[config.mk]
export PLATFORM = sky130hd
export DESIGN_NAME = drm_rd_streamer
export DESIGN_NICKNAME = d
export VERILOG_FILES = /design/src/rtl/drm_rd_streamer.sv
export SDC_FILE = /design/constraint.sdc
export NUM_CORES = 1
export LEC_CHECK = 0
export ABC_AREA = 1
export BUFFER_PORTS_ARGS = -buffer_cell sky130_fd_sc_hd__buf_2
export CELL_PAD_IN_SITES_DETAIL_PLACEMENT = 0
export CELL_PAD_IN_SITES_GLOBAL_PLACEMENT = 2
export CORE_UTILIZATION = 28
export CTS_BUF_LIST = sky130_fd_sc_hd__clkbuf_16
export CTS_CLUSTER_DIAMETER = 60
export DETAILED_ROUTE_END_ITERATION = 7
export PLACE_DENSITY = 0.75
export SLEW_MARGIN = 10
export SYNTH_ARGS = -nofsm -noshare
export SYNTH_HDL_FRONTEND = slang
export SYNTH_SLANG_ARGS = --single-unit
[constraint.sdc]
create_clock -name rd_clk -period 2.4 [get_ports rd_clk]
set_input_delay 0 -clock rd_clk [delete_from_list [all_inputs] [get_ports rd_clk]]
set_output_delay 0 -clock rd_clk [all_outputs]
set_load 0.01 [all_outputs]
[src/rtl/drm_rd_streamer.sv]
// Streams a burst of consecutive words out of a simple-dual-port RAM read port
// onto a valid/ready interface, using a 2-entry skid FIFO to absorb RAM latency.
module drm_rd_streamer #(
  parameter int ADDR_WIDTH = 10,
  parameter int DATA_WIDTH = 32
) (
  input  logic                  rd_clk,
  input  logic                  rd_rst_n,
  input  logic                  start,
  input  logic [ADDR_WIDTH-1:0] base_addr,
  input  logic [ADDR_WIDTH:0]   length,
  input  logic                  abort,
  output logic [ADDR_WIDTH-1:0] ram_rd_addr,
  input  logic [DATA_WIDTH-1:0] ram_rd_data,
  output logic [DATA_WIDTH-1:0] m_data,
  output logic                  m_valid,
  input  logic                  m_ready,
  output logic                  m_last,
  output logic                  busy,
  output logic                  done
);

  typedef enum logic [1:0] {IDLE, RUN, DRAIN} state_t;

  localparam logic [ADDR_WIDTH:0]   MAX_LEN  = {1'b1, {ADDR_WIDTH{1'b0}}};
  localparam logic [ADDR_WIDTH:0]   REM_ONE  = {{ADDR_WIDTH{1'b0}}, 1'b1};
  localparam logic [ADDR_WIDTH:0]   LEN_ZERO = '0;
  localparam logic [ADDR_WIDTH-1:0] ADDR_ONE = {{(ADDR_WIDTH-1){1'b0}}, 1'b1};

  state_t                state_q;
  logic [ADDR_WIDTH-1:0] addr_q;
  logic [ADDR_WIDTH:0]   remain_q;
  logic                  pend_q;
  logic                  pend_last_q;
  logic [DATA_WIDTH-1:0] fifo_data_q [2];
  logic                  fifo_last_q [2];
  logic                  wr_ptr_q;
  logic                  rd_ptr_q;
  logic [1:0]            count_q;
  logic                  busy_q;
  logic                  done_q;

  logic                  pop;
  logic                  issue;
  logic [2:0]            occ;
  logic [1:0]            count_d;
  logic [ADDR_WIDTH:0]   len_sat;

  assign m_valid     = (count_q != 2'd0);
  assign m_data      = fifo_data_q[rd_ptr_q];
  assign m_last      = m_valid & fifo_last_q[rd_ptr_q];
  assign busy        = busy_q;
  assign done        = done_q;
  assign ram_rd_addr = addr_q;

  // Credit counts words already buffered plus the one in flight from the RAM,
  // minus the word leaving this cycle, so the FIFO can never be overrun.
  always_comb begin
    pop     = m_valid & m_ready;
    occ     = {1'b0, count_q} + {2'b00, pend_q} - {2'b00, pop};
    issue   = (state_q == RUN) && (occ < 3'd2);
    count_d = count_q + {1'b0, pend_q} - {1'b0, pop};
    len_sat = (length > MAX_LEN) ? MAX_LEN : length;
  end

  always_ff @(posedge rd_clk or negedge rd_rst_n) begin
    if (!rd_rst_n) begin
      state_q        <= IDLE;
      addr_q         <= '0;
      remain_q       <= '0;
      pend_q         <= 1'b0;
      pend_last_q    <= 1'b0;
      fifo_data_q[0] <= '0;
      fifo_data_q[1] <= '0;
      fifo_last_q[0] <= 1'b0;
      fifo_last_q[1] <= 1'b0;
      wr_ptr_q       <= 1'b0;
      rd_ptr_q       <= 1'b0;
      count_q        <= 2'd0;
      busy_q         <= 1'b0;
      done_q         <= 1'b0;
    end else begin
      done_q <= 1'b0;
      if (abort && (state_q != IDLE)) begin
        state_q     <= IDLE;
        busy_q      <= 1'b0;
        pend_q      <= 1'b0;
        pend_last_q <= 1'b0;
        count_q     <= 2'd0;
        wr_ptr_q    <= 1'b0;
        rd_ptr_q    <= 1'b0;
      end else begin
        if (pend_q) begin
          fifo_data_q[wr_ptr_q] <= ram_rd_data;
          fifo_last_q[wr_ptr_q] <= pend_last_q;
          wr_ptr_q              <= ~wr_ptr_q;
        end
        if (pop) rd_ptr_q <= ~rd_ptr_q;
        count_q     <= count_d;
        pend_q      <= issue;
        pend_last_q <= issue && (remain_q == REM_ONE);
        if (issue) begin
          addr_q   <= addr_q + ADDR_ONE;
          remain_q <= remain_q - REM_ONE;
        end

        case (state_q)
          IDLE: begin
            if (start && !abort) begin
              if (len_sat == LEN_ZERO) begin
                done_q <= 1'b1;
              end else begin
                state_q  <= RUN;
                busy_q   <= 1'b1;
                addr_q   <= base_addr;
                remain_q <= len_sat;
              end
            end
          end
          RUN: begin
            if (issue && (remain_q == REM_ONE)) state_q <= DRAIN;
          end
          DRAIN: begin
            if (pop && m_last) begin
              state_q <= IDLE;
              busy_q  <= 1'b0;
              done_q  <= 1'b1;
            end
          end
          default: state_q <= IDLE;
        endcase
      end
    end
  end

endmodule

# After elaboration in Yosys (flattened, before gate mapping)
# Cells that the tools add are included.
[op_classes]
order_cmp = 5
n_eq_ne = 7
n_addsub = 6
bitwise_logic = 7
n_reduce_logical = 17
muxes = 44
[ops]
columns = ["op", "n"]
rows = [
  ["two-way mux 32 bit", 4],
  ["bitwise mux 64 bit", 1],
  ["two-way mux 11 bit", 5],
  ["two-way mux 10 bit", 4],
  ["demux 32 bit (select 1 bit)", 1],
  ["two-way mux 1 bit", 18],
  ["two-way mux 2 bit", 6],
  ["equality test 11 x 1 -> 1 bit, second input constant", 1],
  ["> comparator 11 bit, second input constant", 1],
  ["zero test 11 bit", 1],
  ["subtractor 11 x 1 -> 11 bit, second input constant", 1],
  ["adder 10 x 1 -> 10 bit, second input constant", 1],
  ["!= test 3 bit, second input constant", 3],
  ["AND reduction 4 bit", 2],
  ["nonzero test 2 bit", 4],
  ["logical AND 1 bit", 6],
  ["one-hot mux 2 bit (3 select lines)", 1],
  [">= comparator 2 bit, second input constant", 2],
  ["NOT 1 -> 2 bit", 2],
  ["one-hot mux 1 bit (2 select lines)", 2],
  ["adder 2 x 1 -> 3 bit", 1],
  ["less-than comparator 3 x 2 -> 1 bit, second input constant", 1],
  ["!= test 3 x 1 -> 1 bit, second input constant", 1],
  ["NOT 1 bit", 3],
  ["13 further kinds", 14],
]
[word_totals]
register_bits = 97
out_inout_bits = 46
wordCells = 100
inputBits = 58

# Depth between registers and ports, before layout
# Gate-level depths: netlist of run 1.
[logic_depth]
depth_word = 9
depth_mapped = 19
depth_no_buf = 19

# Worst setup path after synthesis of run 1
# OpenSTA, ideal clock, no wires.
[synth_timing]
path_type = "register to register"
from = "register count_q[1]"
to = "register remain_q[4]"
path_slack_ns = -0.126
stages_incl_launch_ff = 18
period_less_slack_ns = 2.526
t_arrival_ns = 2.403
path_cell_list = "dfrtp_1 nor2_1 inv_1 nand2_1 inv_1 ha_1 inv_1 ha_1 inv_1 fa_1 inv_1 nor2_2 nand2_2 buf_6 nor2_4 nand2_1 nor3_2 nor3b_2"
[synth_between]
elab_chain_cells = 9
word_cells_on_any_way = 10
[synth_lines]
columns = ["element", "line", "rtl"]
rows = [
  ["start: declaration", "39", "logic [1:0] count_q;"],
  ["start signal: assignment", "99", "count_q <= count_d;"],
  ["nonzero test 2 bit *", "49", "assign m_valid = (count_q != 2'd0);"],
  ["via m_valid", "16", "output logic m_valid,"],
  ["AND 1 bit *", "59", "pop = m_valid & m_ready;"],
  ["subtractor 3 x 1 -> 3 bit *", "60", "occ = {1'b0, count_q} + {2'b00, pend_q} - {2'b00, pop};"],
  ["less-than comparator 3 x 2 -> 1 bit *", "61", "issue = (state_q == RUN) && (occ < 3'd2);"],
  ["logical AND 1 bit *", "61", ""],
  ["two-way mux 11 bit *", "102", "if (issue) begin"],
  ["two-way mux 11 bit", "110", "if (len_sat == LEN_ZERO) begin"],
  ["two-way mux 11 bit", "109", "if (start && !abort) begin"],
  ["two-way mux 11 bit *", "107", "case (state_q)"],
  ["end signal: assignment", "104", "remain_q <= remain_q - REM_ONE;"],
  ["end signal: assignment", "116", "remain_q <= len_sat;"],
  ["end: declaration", "32", "logic [ADDR_WIDTH:0] remain_q;"],
]
# Mark *: on every way through the listed nets, which the timed path passes. The rest lies on a longest branch.
# A chain may end at the register's enable or synchronous reset.

# Worst setup path in the final report of run 1
[layout_timing]
from = "register count_q[1]"
to = "register remain_q[1]"
[layout_between]
elab_chain_cells = 9
word_cells_on_any_way = 10
[layout_lines]
columns = ["element", "line"]
rows = [
  ["parallel branches: the longest is 2 deep, another holds adder 2 x 1 -> 3 bit", "-"],
  ["subtractor 3 x 1 -> 3 bit *", "60"],
  ["less-than comparator 3 x 2 -> 1 bit *", "61"],
  ["logical AND 1 bit *", "61"],
  ["two-way mux 11 bit *", "102"],
  ["two-way mux 11 bit", "110"],
  ["two-way mux 11 bit", "109"],
  ["two-way mux 11 bit *", "107"],
]
# Every way passes the cells marked *.

==> results.yml, run 1 <==
sta:
  slew_headroom: 0.620
  rsz0062_at_grt: "true"
  skew_ps: 11.2
  setup_viol: 24
  worst_pin_slew_ps: 565
  hold_violations: 1
  hold_slack_ps: -0.567
  fin_ws_ps: -295
  min_period_ps: 2690
  setup_tns_ps: -4470
  maxSlewViolCount: 0
  fin_crit_sh: 1.12
  fmax_mhz: 371
detailed_routing:
  wirelength_um: 13900
  drc: 0
  first_pass_iters: 4
  ant_nets: 0
  vias_per_cell: 4.43
  vias: 4832
  drt_iter0_markers: 209
  drt-wirelength-per-cell_um: 12.8
floorplan:
  dieArea_mm2: 0.0188
  core_area_mm2: 0.0175
  start_util: 0.291
  dieWidth_um: 137
  num_rows: 48
  die_h_um: 137
  ios: 104
worst_setup_path:
  end_kind: "flip-flop"
  max_stage_delay_ps: 550
  crit_chain: "nor2_2 > inv_2 > nand2_2 > inv_2 > ha_4 > inv_2 > ha_4 > inv_2 > fa_1 > inv_1 > nor2_2 > nand2_4 > buf_4 > clkbuf_16 > nand2_1 > o211ai_1 > nand3_1 > o21ai_1"
  crit_slowest_cell: "fa_1"
  arrival_ps: 2930
  worstPathBufferInverterCount: 7
  criticalPathCategory: "reg2reg"
  crit_top_cell: "inv_2"
  crit_fanout: 4
  start_kind: "flip-flop"
  worst_ep_required_time_ps: 2640
  crit_family: "adder cells"
global_route:
  grt_pass1_vias: 4587
  grt_antenna_before_repair: 0
  grt_overflow_total: 0
  grt_usage: 0.158
  grt_max_degree: 67
  grt_pass1_wl_um: 22800
pwr:
  vdd_drop_max_v: 0.000446
  intPower_uw: 4830
  switchingPower_uw: 3260
  comb_power_share: 0.462
  p_leak_uw: 0.00372
  p_total_uw: 8090
  switching_share: 0.403
  clkPwrFrac: 0.179
  pwr-share-seq: 0.359
  p_per_area_mw_per_mm2: 1150
placement:
  placed_cell_area_mm2: 0.00591
  place_congestion: 0.771
  port_buffers: 103
  hpwl_um: 9080
final_layout:
  multi_input_area_mm2: 0.00231
  final_core_util: 0.401
  diodes: 0
  fillers: 1837
  finalInstanceArea_mm2: 0.00703
  final_nets: 925
  areaGrowthSynthToFinish_pct: 37.7
  final-seq-area_mm2: 0.00243
  drive_above_1_share: 0.237
logic_synthesis:
  synth_area_mm2: 0.00510
  syn_inst: 686
  ys_ff_latch: 97
  syn_nets: 750
  synth_warnings: 0
  ys_types: 36
  yosysSeqAreaShare: 0.476
  synth.avg_cell_area_um2: 7.44
status:
  status: "finished, violations left"
  violations: "hold timing, setup timing"
flow_run:
  maxCapViolCount: 0
hold_path:
  hold_class: "in2reg"
clock_tree:
  tritoncts: "built"
  numClockSinks: 97
  numCtsBuffers: 9
  ctsRootBufferMaster: "clkbuf_16"
  clkLatencyLatePin_ps: 350
  clkTransAtPathRegs_ps: 70
  htreeDepth: 3
  cts_max_path_buffers: 2
[through the flow]
stage / worst slack, ps / instances
floorplan: -126 / 686
global placement: -160 / 1000
detailed placement: -244 / 1000
CTS: -256 / 1091
global route: -466 / 1090
finish: -295 / 1090
[cells in the mapped netlist]
cell      number  share of area
xor2_1         5         0.0086
o31ai_1        2         0.0029
nor2_1        36          0.026
a21oi_1       12          0.012
nor3_1         5         0.0049
o211ai_1       3         0.0044
or2_2          2         0.0025
buf_4         10          0.015
nand2_1      269           0.20
buf_2          8         0.0078
nor3_2         1         0.0020
fa_1           1         0.0039
nand3b_2       1         0.0022
o21ai_0       70          0.069
dfrtp_1       97           0.48
ha_1           5          0.012
nand2_4        2         0.0044
nor2_2         3         0.0037
nor4_1         2         0.0025
nand2_2        3         0.0037
o21ai_2        2         0.0034
o21ai_1       10         0.0098
nand4_1        4         0.0049
nand3_1       35          0.034
clkinv_2       1        0.00098
xnor2_1        3         0.0052
nor2_4         2         0.0044
inv_1         71          0.052
nand3b_1       1         0.0015
nand3_2        1         0.0020
o32ai_1        1         0.0017
nor3b_2        1         0.0025
inv_2          3         0.0022
buf_6          2         0.0044
clkbuf_1      11         0.0081
a21boi_0       1         0.0015
[cell families after synthesis]
family / synth area share
AOI/OAI and AO/OA: 0.104
buffers and inverters: 0.0905
and+or+nand+nor: 0.300
xor gates and xnor gates: 0.0137
adders and majority gates: 0.0162
DFF: 0.476
[power groups by stage]
stage | registers, uW | clock network [uW] | logic [uW]
6_report | 2910 | 1450 | 3730
5_1_grt | 3020 | 1570 | 4250
4_1_cts | 2900 | 1500 | 3670
3_5_place_dp | 2920 | 0 | 3260
3_3_place_gp | 2900 | 0 | 3200
2_1_floorplan | 2830 | 0 | 2110
[worst reg2reg max path: stages (launching register included)]
cell,delay [ps]
dfrtp_1,400
nor2_2,150
inv_2,60
nand2_2,80
inv_2,50
ha_4,200
inv_2,60
ha_4,120
inv_2,30
fa_1,550
inv_1,50
nor2_2,120
nand2_4,100
buf_4,160
clkbuf_16,140
nand2_1,50
o211ai_1,80
nand3_1,90
o21ai_1,60
[per-layer routing]
metal,GRT usage,vias up,share of wire
met3,0.0256,12,0.044
li1,-,2491,-
met5,0,-,0
met2,0.249,111,0.45
met1,0.215,2218,0.49
met4,0.0598,0,0.015
[final timing paths]
check                            from               to  slack (ps)  depth (start not counted)
min                         length[5]      remain_q[5]        -0.6                          5
max                        count_q[1]      remain_q[1]        -290                         18
max in group asynchronous    rd_rst_n  fifo_data_q[32]        1590                          3
min reg2reg                      busy             busy         480                          2
min in group asynchronous    rd_rst_n  fifo_data_q[42]         170                          2
max reg2reg                count_q[1]      remain_q[1]        -290                         18
[cells in the final DEF (no fill, tap or decap), types with 7 or more instances in the layout]
cell type and count:
nand2_1 263, buf_2 101, dfrtp_1 97, inv_1 67
o21ai_0 67, dlygate4sd3_1 48, buf_4 36, nor2_1 33
nand3_1 31, a21oi_1 12, o21ai_1 11, clkbuf_16 10
nand2_2 7, inv_2 7
[flip-flops by register name (all words and copies together), names as in the netlist]
signal,flops
busy,1
state_q,2
ram_rd_addr,10
done,1
fifo_last_q,2
fifo_data_q,64
pend_q,1
remain_q,11
count_q,2
rd_ptr_q,1
wr_ptr_q,1
pend_last_q,1
[what timing repair did]
| action | in CTS | in global routing |
|---|---|---|
| endpoints found under the hold margin | 114 | 0 |
| endpoints found under the setup margin | 24 | 27 |
| hold buffers | 48 | 0 |
| setup buffers | 28 | 6 |
| cloned | 0 | 1 |
| resized for setup | 14 | 21 |
| pin swaps | 4 | 14 |
[cell type report]
cell class,count,share of cell area
Clock inverter,6,0.00962
Tap cell,225,0.0401
Timing Repair Buffer,195,0.203
Inverter,75,0.0408
Multi-Input combinational cell,483,0.329
Sequential cell,97,0.346
Clock buffer,9,0.0321
Power figures use the tool's default switching activity.
==> run 2, diff against run 1 <==
--- a/config.mk
+++ b/config.mk
@@ -7,4 +7,5 @@
 export LEC_CHECK = 0
 export ABC_AREA = 1
+export ABC_CLOCK_PERIOD_IN_PS = 2400
 export BUFFER_PORTS_ARGS = -buffer_cell sky130_fd_sc_hd__buf_2
 export CELL_PAD_IN_SITES_DETAIL_PLACEMENT = 0
==> constraint.sdc (replaced) <==
create_clock -name rd_clk -period 2.4 [get_ports rd_clk]
set_input_delay 0.48 -clock rd_clk [delete_from_list [all_inputs] [get_ports rd_clk]]
set_output_delay 0.48 -clock rd_clk [all_outputs]
set_load 0.01 [all_outputs]
==> run 2 against run 1 <==
Net effect: the run ends with setup timing left; clock power fell by 6%; power fell by 1.6%; clock skew fell by 5.9 ps; largest power group unchanged.
==> results.yml, run 2 (synthesized netlist as in run 1, its figures left out) <==
final_layout:
  final_nets: 877
  final_common_cell: "nand2_1"
  drive_above_1_share: 0.259
  final_cell_mix: "nand2_1 (262), buf_2 (101), dfrtp_1 (97)"
  final_cells: 1043
  max_flop_register: "fifo_data_q"
  largest_reg_flops: 64
  diodes: 0
  areaGrowthSynthToFinish_pct: 28.4
worst_setup_path:
  start_kind: "flip-flop"
  end_kind: "flip-flop"
  criticalPathCategory: "reg2reg"
  crit_fanout: 9
  arrival_ps: 2900
  worst_ep_required_time_ps: 2670
sta:
  fmax_mhz: 381
  setup_tns_ps: -3600
  skew_ps: 5.31
  slew_headroom: 0.660
  rsz0062_at_grt: "true"
  setup_viol: 25
  worst_pin_slew_ps: 506
  fin_crit_sh: 1.09
  hold_slack_ps: 64.9
  min_period_ps: 2620
  fin_ws_ps: -224
  hold_violations: 0
  maxSlewViolCount: 0
placement:
  port_buffers: 103
  place_inst: 1001
  place_congestion: 0.784
  hpwl_um: 9010
global_route:
  grt_antenna_before_repair: 0
  grt_max_degree: 67
  grt_usage: 0.154
  grt_pass1_wl_um: 22100
  grt_pass1_vias: 4427
  grt_overflow_total: 0
hold_path:
  hold_class: "in2async"
floorplan:
  die_h_um: 137
  dieWidth_um: 137
  core_area_mm2: 0.0175
  dieArea_mm2: 0.0188
  num_rows: 48
  ios: 104
  start_util: 0.291
clock_tree:
  ctsRootBufferMaster: "clkbuf_16"
  clkTransAtPathRegs_ps: 70
  htreeDepth: 3
  tritoncts: "built"
  clkLatencyLatePin_ps: 350
  numClockSinks: 97
  cts_max_path_buffers: 2
  numCtsBuffers: 9
  ctsHoldBuffers: 0
detailed_routing:
  drt-wirelength-per-cell_um: 13.3
  vias: 4696
  first_pass_iters: 4
  vias_per_cell: 4.50
  drt_iter0_markers: 182
  drc: 0
  ant_nets: 0
  wirelength_um: 13800
pwr:
  p_per_area_mw_per_mm2: 1210
  p_leak_uw: 0.00352
  vdd_drop_max_v: 0.000477
status:
  status: "finished, violations left"
  violations: "setup timing"
flow_run:
  maxCapViolCount: 0
-- run 2: cell count changes in the layout (fill, tap and decap cells not counted), sizes merged --
cell | before | now
buf | 146 | 147
bufinv | 1 | 0
clkbuf | 10 | 9
clkinvlp | 2 | 1
dlygate4sd3 | 48 | 0
inv | 75 | 78
-- run 2: power breakdown --
part / internal, uW / total (uW) / switching [uW]
sequential: 2350 / 2910 / 559
clock: 710 / 1360 / 654
combinational: 1610 / 3690 / 2080
total: 4670 / 7960 / 3290
-- run 2: routing by layer --
layer	wire (um)	global-route usage	share of wire	up-vias
li1	-	-	-	2396
met1	6650	0.205	0.48	2193
met2	6340	0.251	0.46	98
met3	695	0.0356	0.050	9
met4	144	0.0421	0.010	0
met5	0	0	0	-
-- run 2: cell type report --
class,instances,area [um^2]
clock buffer,9,225
multi-input combinational,483,2330
timing repair buffer,147,941
sequential,97,2430
fill,1883,11000
tap,225,282
inverter,75,289
clock inverter,7,51.3
-- run 2: per-stage QoR --
step                      total power (uW)  utilization  cell area [um^2]  setup WS (ps)
after floorplan                       4940            -              5100           -126
after global placement                6100        0.338              5930           -195
after detailed placement              6170        0.338              5930           -241
after CTS                             7990        0.372              6520           -165
after global routing                  8680        0.374              6550           -362
final                                 7960        0.374              6550           -224
-- run 2: path summary, 6_finish.rpt --
kind,endpoint,from,cells past startpoint,slack [ps]
hold / removal,fifo_data_q[10],rd_rst_n,1,60
max in group asynchronous,state_q[1],rd_rst_n,2,1570
setup reg to reg,remain_q[4],count_q[0],17,-220
hold reg to reg,busy,busy,2,470
setup / recovery,remain_q[4],count_q[0],17,-220
min in group rd_clk,fifo_data_q[0],ram_rd_data[0],3,390
-- run 2: critical path, cell delays in order (launching register included) --
cell      delay (ps)
dfrtp_1          400
nor2_2           140
inv_2             70
nand2_2           70
inv_2             50
ha_4             210
inv_4             50
ha_4             110
inv_2             30
fa_1             530
inv_1             60
nor2_2           110
nand2_2          120
buf_12           170
nor2_4            90
nand3_1           70
nand3b_1         100
nor3b_2          150
-- run 2: timing repair --
item / in CTS / in global routing
gates resized for setup: 31 / 13
pin swaps: 3 / 6
hold endpoints to repair: 0 / 0
endpoints found under the setup margin: 24 / 27
cloned: 0 / 0
setup buffers: 27 / 3
==> run 3, diff against run 2 <==
Settings changed: RECOVER_POWER set to 25.
==> run 3 against run 2 <==
Net effect: the run ends with capacitance limit, slew limit, setup timing left; routed wire length hardly changed; maximum frequency hardly changed; utilization is 0.11 points lower; final cell count stayed put; setup slack hardly changed; critical path depth stayed put; first-iteration DRC count stayed put; sequential power hardly changed; highest routed layer unchanged.
==> results.yml, run 3 (synthesized netlist as in run 1, its figures left out) <==
status:
  status: "finished, violations left"
  violations: "capacitance limit, slew limit, setup timing"
detailed_routing:
  drt-wirelength-per-cell_um: 13.3
  vias_per_cell: 4.51
  drt_iter0_markers: 182
  vias: 4702
  wirelength_um: 13800
  drc: 0
  first_pass_iters: 4
  ant_nets: 0
pwr:
  comb_power_share: 0.463
  switchingPower_uw: 3290
  pwr-share-seq: 0.366
  intPower_uw: 4660
  p_leak_uw: 0.00351
  clkPwrFrac: 0.171
  vdd_drop_max_v: 0.000477
  switching_share: 0.414
  p_per_area_mw_per_mm2: 1220
clock_tree:
  htreeDepth: 3
  clkTransAtPathRegs_ps: 70
  ctsRootBufferMaster: "clkbuf_16"
  ctsHoldBuffers: 0
  numCtsBuffers: 9
  tritoncts: "built"
  cts_max_path_buffers: 2
  clkLatencyLatePin_ps: 350
  numClockSinks: 97
sta:
  maxSlewViolCount: 35
  fmax_mhz: 381
  min_period_ps: 2620
  worst_pin_slew_ps: 1770
  setup_viol: 25
  hold_violations: 0
  slew_headroom: -0.183
  fin_crit_sh: 1.09
  skew_ps: 5.32
  rsz0062_at_grt: "true"
  fin_ws_ps: -225
placement:
  placed_cell_area_mm2: 0.00593
  port_buffers: 103
  dp_slack_ps: -241
  hpwl_um: 9010
  place_inst: 1001
  place_congestion: 0.784
final_layout:
  fillers: 1887
  final_nets: 877
  final_cell_mix: "nand2_1 (262), buf_2 (101), dfrtp_1 (97)"
  max_flop_register: "fifo_data_q"
  areaGrowthSynthToFinish_pct: 28.0
  final_core_util: 0.372
  diodes: 0
  finalInstanceArea_mm2: 0.00653
  final_common_cell: "nand2_1"
  largest_reg_flops: 64
  final_cells: 1043
  drive_above_1_share: 0.257
worst_setup_path:
  worstPathBufferInverterCount: 6
  crit_top_cell: "inv_2"
  criticalPathCategory: "reg2reg"
  crit_family: "simple AND/OR/NAND/NOR gates"
  end_kind: "flip-flop"
  crit_slowest_cell: "fa_1"
  crit_chain: "nor2_2 > inv_2 > nand2_2 > inv_2 > ha_4 > inv_4 > ha_4 > inv_2 > fa_1 > inv_1 > nor2_2 > nand2_2 > buf_12 > nor2_4 > nand3_1 > nand3b_1 > nor3b_2"
  crit_fanout: 9
  max_stage_delay_ps: 530
  worst_ep_required_time_ps: 2670
  start_kind: "flip-flop"
  arrival_ps: 2900
floorplan:
  dieWidth_um: 137
  num_rows: 48
  ios: 104
  dieArea_mm2: 0.0188
  core_area_mm2: 0.0175
  start_util: 0.291
  die_h_um: 137
global_route:
  grt_pass1_wl_um: 22100
  grt_overflow_total: 0
  grt_usage: 0.154
  grt_max_degree: 67
  grt_pass1_vias: 4427
  grt_antenna_before_repair: 0
flow_run:
  maxCapViolCount: 1
hold_path:
  hold_class: "in2reg"
## run 3: cell types whose count changed in the layout (fill, tap and decap cells not counted)
cell      previous run  this run
buf_4               36        34
clkbuf_1             0         2
buf_12               6         5
clkbuf_4             0         1
## run 3: path summary, 6_finish.rpt
path	startpoint	end	slack (ps)	depth (start not counted)
min	ram_rd_data[0]	fifo_data_q[0]	390	3
max reg2reg	count_q[0]	remain_q[4]	-220	17
min in group asynchronous	rd_rst_n	fifo_data_q[10]	590	1
min reg2reg	busy	busy	470	2
max	count_q[0]	remain_q[4]	-220	17
max in group asynchronous	rd_rst_n	remain_q[1]	350	2
## run 3: layer usage
metal,track usage,wire (um)
met5,0,0
met3,0.0356,693
met1,0.205,6640
met2,0.251,6350
met4,0.0421,144
## run 3: area by class of cell
| cell class | count | area (um^2) | area share |
|---|---|---|---|
| inverters | 75 | 289 | 0.0443 |
| repair buffers | 147 | 921 | 0.141 |
| flip-flops and latches | 97 | 2430 | 0.372 |
| clock buffers | 9 | 225 | 0.0345 |
| well taps | 225 | 282 | 0.0431 |
| clock inverters | 7 | 51.3 | 0.00786 |
| multi-input cells | 483 | 2330 | 0.358 |
## run 3: metrics by stage
step | total power [uW] | hold WS (ps) | TNS (ps)
final | 7950 | 388 | -3600
after global routing | 8680 | 375 | -9090
after CTS | 7990 | 71.2 | -2480
after detailed placement | 6170 | 458 | -4490
after global placement | 6100 | 451 | -3670
after floorplan | 4940 | 184 | -1640
## run 3: worst reg2reg max path, cell delays in order (launching register included)
cell      delay [ps]
dfrtp_1          400
nor2_2           140
inv_2             70
nand2_2           70
inv_2             50
ha_4             210
inv_4             50
ha_4             110
inv_2             30
fa_1             530
inv_1             60
nor2_2           110
nand2_2          120
buf_12           170
nor2_4            90
nand3_1           80
nand3b_1         100
nor3b_2          150
## run 3: power by group through the flow
stage	clock, uW	combinational, uW	sequential [uW]
2_1_floorplan	0	2110	2830
3_3_place_gp	0	3200	2900
3_5_place_dp	0	3260	2910
4_1_cts	1430	3650	2900
5_1_grt	1500	4170	3010
6_report	1360	3680	2910
## run 3: repair_timing
item,in CTS,in global routing
buffers inserted,27,3
pin swaps,3,6
resized for setup,31,13
endpoints found under the setup margin,24,27
